## config.mk

```make
export PLATFORM = sky130hd
export DESIGN_NAME = upc_loop_monitor
export DESIGN_NICKNAME = d
export VERILOG_FILES = /design/src/rtl/upc_loop_monitor.sv
export SDC_FILE = /design/constraint.sdc
export NUM_CORES = 1
export LEC_CHECK = 0
export ABC_AREA = 0
export BUFFER_PORTS_ARGS = -buffer_cell sky130_fd_sc_hd__buf_2
export CAP_MARGIN = 40
export CORE_MARGIN = 3
export CORE_UTILIZATION = 40
export CTS_CLUSTER_SIZE = 40
export DETAILED_ROUTE_END_ITERATION = 10
export SLEW_MARGIN = 20
export SYNTH_ARGS = -nofsm -noshare
export SYNTH_HDL_FRONTEND = slang
export SYNTH_SLANG_ARGS = --single-unit
```

## constraint.sdc

```tcl
create_clock -name clock -period 8.8 [get_ports clock]
set_input_delay 1.76 -clock clock [delete_from_list [all_inputs] [get_ports clock]]
set_output_delay 1.76 -clock clock [all_outputs]
set_load 0.02 [all_outputs]
```

## src/rtl/upc_loop_monitor.sv

```systemverilog
// Passive performance monitor for one HLS pipelined loop.
// Counts transactions, iterations, stalls, in-flight depth and latency.
module upc_loop_monitor #(
    parameter int STATE_W = 8,
    parameter int CNT_W   = 32,
    parameter int DEPTH   = 4
) (
    input  logic                         clock,
    input  logic                         reset,
    input  logic [STATE_W-1:0]           cur_state,
    input  logic [STATE_W-1:0]           iter_start_state,
    input  logic [STATE_W-1:0]           iter_end_state,
    input  logic [STATE_W-1:0]           quit_state,
    input  logic                         iter_start_block,
    input  logic                         iter_end_block,
    input  logic                         quit_block,
    input  logic                         iter_start_enable,
    input  logic                         iter_end_enable,
    input  logic                         quit_enable,
    input  logic                         loop_start,
    input  logic                         loop_ready,
    input  logic                         loop_done,
    input  logic                         loop_continue,
    input  logic                         quit_at_end,
    input  logic                         finish,
    output logic                         busy,
    output logic [CNT_W-1:0]             txn_count,
    output logic [CNT_W-1:0]             iter_start_count,
    output logic [CNT_W-1:0]             iter_end_count,
    output logic [CNT_W-1:0]             stall_cycles,
    output logic [CNT_W-1:0]             busy_cycles,
    output logic [$clog2(DEPTH+1)-1:0]   in_flight,
    output logic [CNT_W-1:0]             last_latency,
    output logic [CNT_W-1:0]             max_latency,
    output logic                         frozen,
    output logic                         error
);

    localparam int IFW = $clog2(DEPTH+1);
    localparam logic [IFW-1:0] DEPTH_V = IFW'(DEPTH);

    typedef enum logic {IDLE, RUN} state_e;

    state_e           state_q, state_d;
    logic [CNT_W-1:0] txn_q, txn_d;
    logic [CNT_W-1:0] isc_q, isc_d;
    logic [CNT_W-1:0] iec_q, iec_d;
    logic [CNT_W-1:0] stall_q, stall_d;
    logic [CNT_W-1:0] bcyc_q, bcyc_d;
    logic [CNT_W-1:0] lat_q, lat_d;
    logic [CNT_W-1:0] last_q, last_d;
    logic [CNT_W-1:0] max_q, max_d;
    logic [IFW-1:0]   inf_q, inf_d;
    logic             frozen_q, frozen_d;
    logic             err_q, err_d;

    logic s_ev, e_ev, q_ev, d_ev, stall_ev;
    logic in_run, start_acc, done_acc, done_err;
    logic [CNT_W-1:0] cur_lat;

    function automatic logic [CNT_W-1:0] sat_inc(input logic [CNT_W-1:0] v);
        return (&v) ? v : v + CNT_W'(1);
    endfunction

    always_comb begin
        s_ev = (cur_state == iter_start_state) && !iter_start_block
               && iter_start_enable;
        e_ev = (cur_state == iter_end_state) && !iter_end_block
               && iter_end_enable;
        q_ev = (cur_state == quit_state) && !quit_block
               && quit_enable && quit_at_end;
        d_ev = loop_done && loop_continue;
        stall_ev = ((cur_state == iter_start_state) && iter_start_block)
                || ((cur_state == iter_end_state) && iter_end_block)
                || ((cur_state == quit_state) && quit_block);
        in_run    = (state_q == RUN);
        // A start is taken from IDLE, or from RUN when it rides on a completion.
        start_acc = loop_start && (!in_run || d_ev);
        done_acc  = d_ev && (in_run || loop_start);
        done_err  = d_ev && !in_run && !loop_start;
        cur_lat   = in_run ? lat_q : CNT_W'(1);
    end

    always_comb begin
        state_d  = state_q;
        txn_d    = txn_q;
        isc_d    = isc_q;
        iec_d    = iec_q;
        stall_d  = stall_q;
        bcyc_d   = bcyc_q;
        lat_d    = lat_q;
        last_d   = last_q;
        max_d    = max_q;
        inf_d    = inf_q;
        err_d    = err_q;
        frozen_d = frozen_q || finish;

        if (!frozen_q && !finish) begin
            case (state_q)
                IDLE:    if (loop_start && !d_ev) state_d = RUN;
                RUN:     if (d_ev && !loop_start) state_d = IDLE;
                default: state_d = IDLE;
            endcase

            if (start_acc)   lat_d = CNT_W'(1);
            else if (in_run) lat_d = sat_inc(lat_q);

            if (done_acc) begin
                txn_d  = sat_inc(txn_q);
                last_d = cur_lat;
                if (cur_lat > max_q) max_d = cur_lat;
            end
            if (done_err) err_d = 1'b1;

            if (s_ev) isc_d = sat_inc(isc_q);
            if (e_ev) iec_d = sat_inc(iec_q);

            if (s_ev && !e_ev) begin
                if (inf_q == DEPTH_V) err_d = 1'b1;
                else                  inf_d = inf_q + IFW'(1);
            end else if (e_ev && !s_ev) begin
                if (inf_q == '0) err_d = 1'b1;
                else             inf_d = inf_q - IFW'(1);
            end

            // Only the iteration retiring this cycle may be left at quit.
            if (q_ev && (int'(inf_q) - int'(e_ev) > 1)) err_d = 1'b1;

            if (in_run) begin
                bcyc_d = sat_inc(bcyc_q);
                if (stall_ev) stall_d = sat_inc(stall_q);
            end
        end
    end

    always_ff @(posedge clock or negedge reset) begin
        if (!reset) begin
            state_q  <= IDLE;
            txn_q    <= '0;
            isc_q    <= '0;
            iec_q    <= '0;
            stall_q  <= '0;
            bcyc_q   <= '0;
            lat_q    <= '0;
            last_q   <= '0;
            max_q    <= '0;
            inf_q    <= '0;
            frozen_q <= 1'b0;
            err_q    <= 1'b0;
        end else begin
            state_q  <= state_d;
            txn_q    <= txn_d;
            isc_q    <= isc_d;
            iec_q    <= iec_d;
            stall_q  <= stall_d;
            bcyc_q   <= bcyc_d;
            lat_q    <= lat_d;
            last_q   <= last_d;
            max_q    <= max_d;
            inf_q    <= inf_d;
            frozen_q <= frozen_d;
            err_q    <= err_d;
        end
    end

    assign busy             = (state_q == RUN);
    assign txn_count        = txn_q;
    assign iter_start_count = isc_q;
    assign iter_end_count   = iec_q;
    assign stall_cycles     = stall_q;
    assign busy_cycles      = bcyc_q;
    assign in_flight        = inf_q;
    assign last_latency     = last_q;
    assign max_latency      = max_q;
    assign frozen           = frozen_q;
    assign error            = err_q;

    logic unused_ok;
    assign unused_ok = loop_ready;

endmodule

```

=== After elaboration in Yosys (flattened, before gate mapping) ===
Cells that the tools add are included.

* Add/sub/neg operators: 9
* Order comparisons: 2
* Equality and inequality tests: 7
* Muxes and demuxes: 17
* Bitwise gates (word level): 6
* Reduce and logical (&&, ||, !) cells: 54

{| class="wikitable"
|+ Operator list
! operator !! count
|-
| $add 32x1->32 const B || 6
|-
| $reduce_and 32->1 || 6
|-
| $mux 32 || 4
|-
| $gt 32x32->1 || 1
|-
| $eq 8x8->1 || 3
|-
| $logic_and 1x1->1 || 21
|-
| $reduce_and 3->1 || 6
|-
| $mux 3 || 4
|-
| $logic_not 1->1 || 10
|-
| $mux 1 || 8
|-
| $reduce_and 4->1 || 2
|-
| $ne 2x2->1 const B || 3
|-
| $not 1->1 || 6
|-
| $logic_or 1x1->1 || 5
|-
| $gt 4x2->1 const B || 1
|-
| $reduce_bool 2->1 || 2
|-
| $sub 3x1->4 || 1
|-
| $add 3x1->3 const B || 1
|-
| $eq 3x3->1 const B || 1
|-
| $logic_not 3->1 || 1
|-
| $sub 3x1->3 const B || 1
|-
| $pmux 1 s2 || 1
|-
| $reduce_and 2->1 || 1
|}

* Register bits after elaboration: 262
* Logic and storage cells: 107

=== Longest topological paths before layout ===
* Depth after elaboration: 8
* Gate-level depth with buffers: 13
* Mapped depth without buffers: 11

=== Least setup slack after synthesis ===
Ideal clock, no wire load.

* Path kind: input to register
* Start: in cur_state[1]
* End: reg inf_q[1], in the netlist in_flight[1]
* Library setup time: 0.125 ns
* Arrival time: 3.410 ns
* Data required time: 8.675 ns
* Setup slack: 5.265 ns
* Stages: 7
* Path through: xor2_1 -> nor4_2 -> nand3_1 -> ha_1 -> xnor2_1 -> a311o_1 -> mux2_2

* Cells in the longest elaborated chain, start to end: 7
* Elaborated cells on any way between the ends: 15

{| class="wikitable"
|+ RTL lines
! item !! line !! text
|-
| start: declaration || 10 || <nowiki>input logic [STATE_W-1:0] cur_state,</nowiki>
|-
| $eq 8x8->1, on equally long branches || 68, 66 ||
|-
| $logic_and 1x1->1, on equally long branches || 68, 66 ||
|-
| $logic_and 1x1->1, on equally long branches || 69, 67 ||
|-
| $logic_not 1->1, on equally long branches || 118, 121 ||
|-
| $logic_and 1x1->1, on equally long branches || 118, 121 ||
|-
| $ne 2x2->1 (no line) or $reduce_bool 2->1 (tied branches) || -- ||
|-
| $reduce_and 4->1 (no line) || -- ||
|-
| end signal: assignment || 160 || <nowiki>inf_q <= inf_d;</nowiki>
|-
| end: declaration || 53 || <nowiki>logic [IFW-1:0] inf_q, inf_d;</nowiki>
|}

Several ways; a longest one is shown, not always the timed one.
A chain may end at the register's enable or synchronous reset.

=== Final worst setup path ===
* Start: in finish
* End: reg max_q[24], in the netlist max_latency[24]

* Cells in the longest elaborated chain, start to end: 3

{| class="wikitable"
|+ RTL lines
! item !! line !! text
|-
| start: declaration || 25 || <nowiki>input logic finish,</nowiki>
|-
| $logic_not 1->1 || 98 || <nowiki>if (!frozen_q && !finish) begin</nowiki>
|-
| $logic_and 1x1->1 || 98 ||
|-
| $reduce_and 3->1 (no line) || -- ||
|-
| end signal: assignment || 159 || <nowiki>max_q <= max_d;</nowiki>
|-
| end: declaration || 52 || <nowiki>logic [CNT_W-1:0] max_q, max_d;</nowiki>
|}

No other way between the ends.

==> results.toml <==
[placement]
gp_congestion = 0.8035
dp_cells = 1997
io_buffers = 274
hpwl_mm = 24.64

[power_and_ir_drop]
p_int_uw = 2019
power_switching_uw = 556.3
ir_drop_mv = 0.1443
switching_share = 0.2160
leakagePower_uw = 0.008426
p_comb_frac = 0.027
clockPowerShare = 0.499
power_frac_seq = 0.473
powerDensity_nw_per_um2 = 157.5
finalPower_uw = 2575

[final_layout]
fillers = 3094
instances_no_fill = 2055
fin_nets = 1677
areaGrowthSynthToFinish_pct = 21.33
layout_common_cells = "buf_2 (273), dfrtp_1 (262), xnor2_1 (150)"
layout_commonest_cell = "buf_2"
fin_util = 0.4976
layout-drive-gt1-share = 0.2340

[synthesis]
avgSynthCellArea_sq_um = 10.26
synth_edf_count = 0
synthArstFlopShare = 1.000
syn_area_sq_um = 13480
syn-num-nets = 1402
ys_ff_latch = 262
syn_inst = 1313
synth_top_area_frac = 0.4864
ys_warn_count = 0
synth_cell_types = 65
synthTopCellsByArea = "dfrtp_1 (49%), xnor2_1 (9.7%), ha_1 (3.9%)"
ys_seq_area_frac = 0.4864
synth_flop_cell = "dfrtp_1"
synth_top_area_cell = "dfrtp_1"

[drt]
antenna_left = 0
dr_total_vias = 10520
via_per_inst = 5.120
drtPass1Iterations = 5
drt-total-wl_mm = 33.70
routedWlPerCell_microns = 16.40
remaining_drc_errors = 0
drt_iter0_markers = 490

[timing]
drv_slew = 0
rsz0062_at_grt = "no"
final.min_clock_period_ns = 3.793
tightest_slew_ns = 0.9270
setup_viol = 0
max_freq_mhz = 263.7
timing.final.hold_violations = 0
fin_tns_setup_ns = 0
worst_clock_skew_ns = 0.01460
relSlewSlack = 0.3820
min_period_over_period = 0.4310

[worst_setup_path]
path_max_fanout = 60
crit_arrival_ns = 4.23
startpoint_type = "input pin"
worstSetupPathType = "in2reg"
ff2ff_setup_slack_ns = 5.22
cp-end-kind = "flip-flop"
worstPathRequired_ns = 9.24

[global_routing]
grt_max_degree = 163
grt_pass1_wl_mm = 55.16
grt_pass1_vias = 10350
antenna_found_initial = 4
gr-total-overflow = 0
grt_usage = 0.1850

[clocking]
cts_tree = "yes"
clkSlewWorstSetupHoldPaths_ns = 0.06
post_cts_buffers = 0
numCtsBuffers = 31
cts_buffer_depth = 3
clk_latency_ns = 0.56
h-tree-depth = 1
cts_hold_buf = 0
cts_resized = 0
clock_sinks = 262
clockRootBuffer = "clkbuf_16"

[floorplan]
core_sq_um = 32870
io_pins = 276
fp.dieH_microns = 189.6
start_util = 0.4101
die_w_microns = 189.6
num_rows = 66
die-area_sq_um = 35930

[status]
status = "finished, final reports clean"

[flow_run]
timing.max_cap.violations = 0

[worst_hold_path]
hp-class = "reg2reg"
[worst max-delay path, cell delays in order]
cell	delay (ns)
buf_2	0.12
nor2_4	0.20
inv_2	0.13
or3_2	0.48
buf_4	0.32
a21o_1	0.26
a21oi_2	0.16
a31oi_4	0.06
buf_4	0.33
mux2_1	0.37
[final timing paths]
path	start	to	depth (start not counted)
setup reg to reg	busy$_DFFE_PN0P_	max_latency[24]$_DFFE_PN0P_	11
hold reg to reg	error$_DFFE_PN0P_	error$_DFFE_PN0P_	1
hold / removal	error$_DFFE_PN0P_	error$_DFFE_PN0P_	1
max in group asynchronous	reset	max_latency[9]$_DFFE_PN0P_	2
min in group asynchronous	reset	stall_cycles[24]$_DFFE_PN0P_	1
setup / recovery	finish	max_latency[24]$_DFFE_PN0P_	10
[cell usage after synthesis, types with 4 or more instances]
cell / count
and3_1: 40
nand2_1: 113
buf_2: 14
or4_1: 6
o21ai_0: 40
and2_1: 20
nor2b_1: 5
nand4_1: 81
ha_1: 42
mux2_1: 8
mux2i_1: 24
nand2b_1: 4
or3_1: 8
nor4_1: 18
a21oi_1: 26
xor2_1: 54
clkbuf_1: 21
nor3_1: 30
dfrtp_1: 262
nand3_1: 98
buf_6: 4
and4_1: 27
inv_1: 77
mux2_2: 17
xnor2_1: 150
nor2_1: 69
[metal layers]
metal,GRT usage,part of all wire,up-vias
li1,-,-,5147
met1,0.2530,0.45,5081
met2,0.2951,0.46,232
met3,0.04441,0.060,57
met4,0.05175,0.029,4
met5,0,0.00071,-
[kinds of logic after synthesis]
group                    after synthesis  synth area share
adder cells (fa/ha/maj)               43           0.04048
buffers and inverters                120           0.03750
flip-flops                           262            0.4864
AO/OA/AOI/OAI                         88           0.03890
XOR/XNOR                             204            0.1326
AND/OR/NAND/NOR                      547            0.2254
multiplexers                          49           0.03871
[registers in the layout, summed over array words and instances, names as in the netlist, 3 cells and up]
| signal | count |
|---|---|
| busy_cycles | 32 |
| in_flight | 3 |
| iter_end_count | 32 |
| iter_start_count | 32 |
| last_latency | 32 |
| lat_q | 32 |
| max_latency | 32 |
| stall_cycles | 32 |
| txn_count | 32 |
[power by group through the flow]
stage / clock network [uW] / registers, uW / logic (uW)
final: 1290 / 1220 / 70.2
after global routing: 1380 / 1220 / 80.3
after CTS: 1330 / 1220 / 72.5
after detailed placement: 0 / 1240 / 72.2
after global placement: 0 / 1240 / 71.6
after floorplan: 0 / 1240 / 19.0
[stage by stage]
step | hold WS [ns] | worst slack [ns] | cell area (sq um)
after floorplan | 0.4890 | 5.265 | 13480
after global placement | 0.4391 | 4.437 | 15290
after detailed placement | 0.4425 | 4.413 | 15310
after CTS | 0.4537 | 4.998 | 16350
after global routing | 0.4742 | 4.874 | 16350
final | 0.4519 | 5.007 | 16350
[final cells by class]
class / instances / area (sq um) / share of cell area
well taps: 442 / 553.0 / 0.03382
clock buffers: 46 / 932.1 / 0.05700
clock inverters: 10 / 110.1 / 0.006733
inverters: 78 / 292.8 / 0.01790
diodes: 2 / 5.005 / 0.0003060
multi-input cells: 931 / 6435 / 0.3935
repair buffers: 284 / 1469 / 0.08982
flip-flops and latches: 262 / 6556 / 0.4009
No activity file was read; power rests on OpenSTA's default activity.
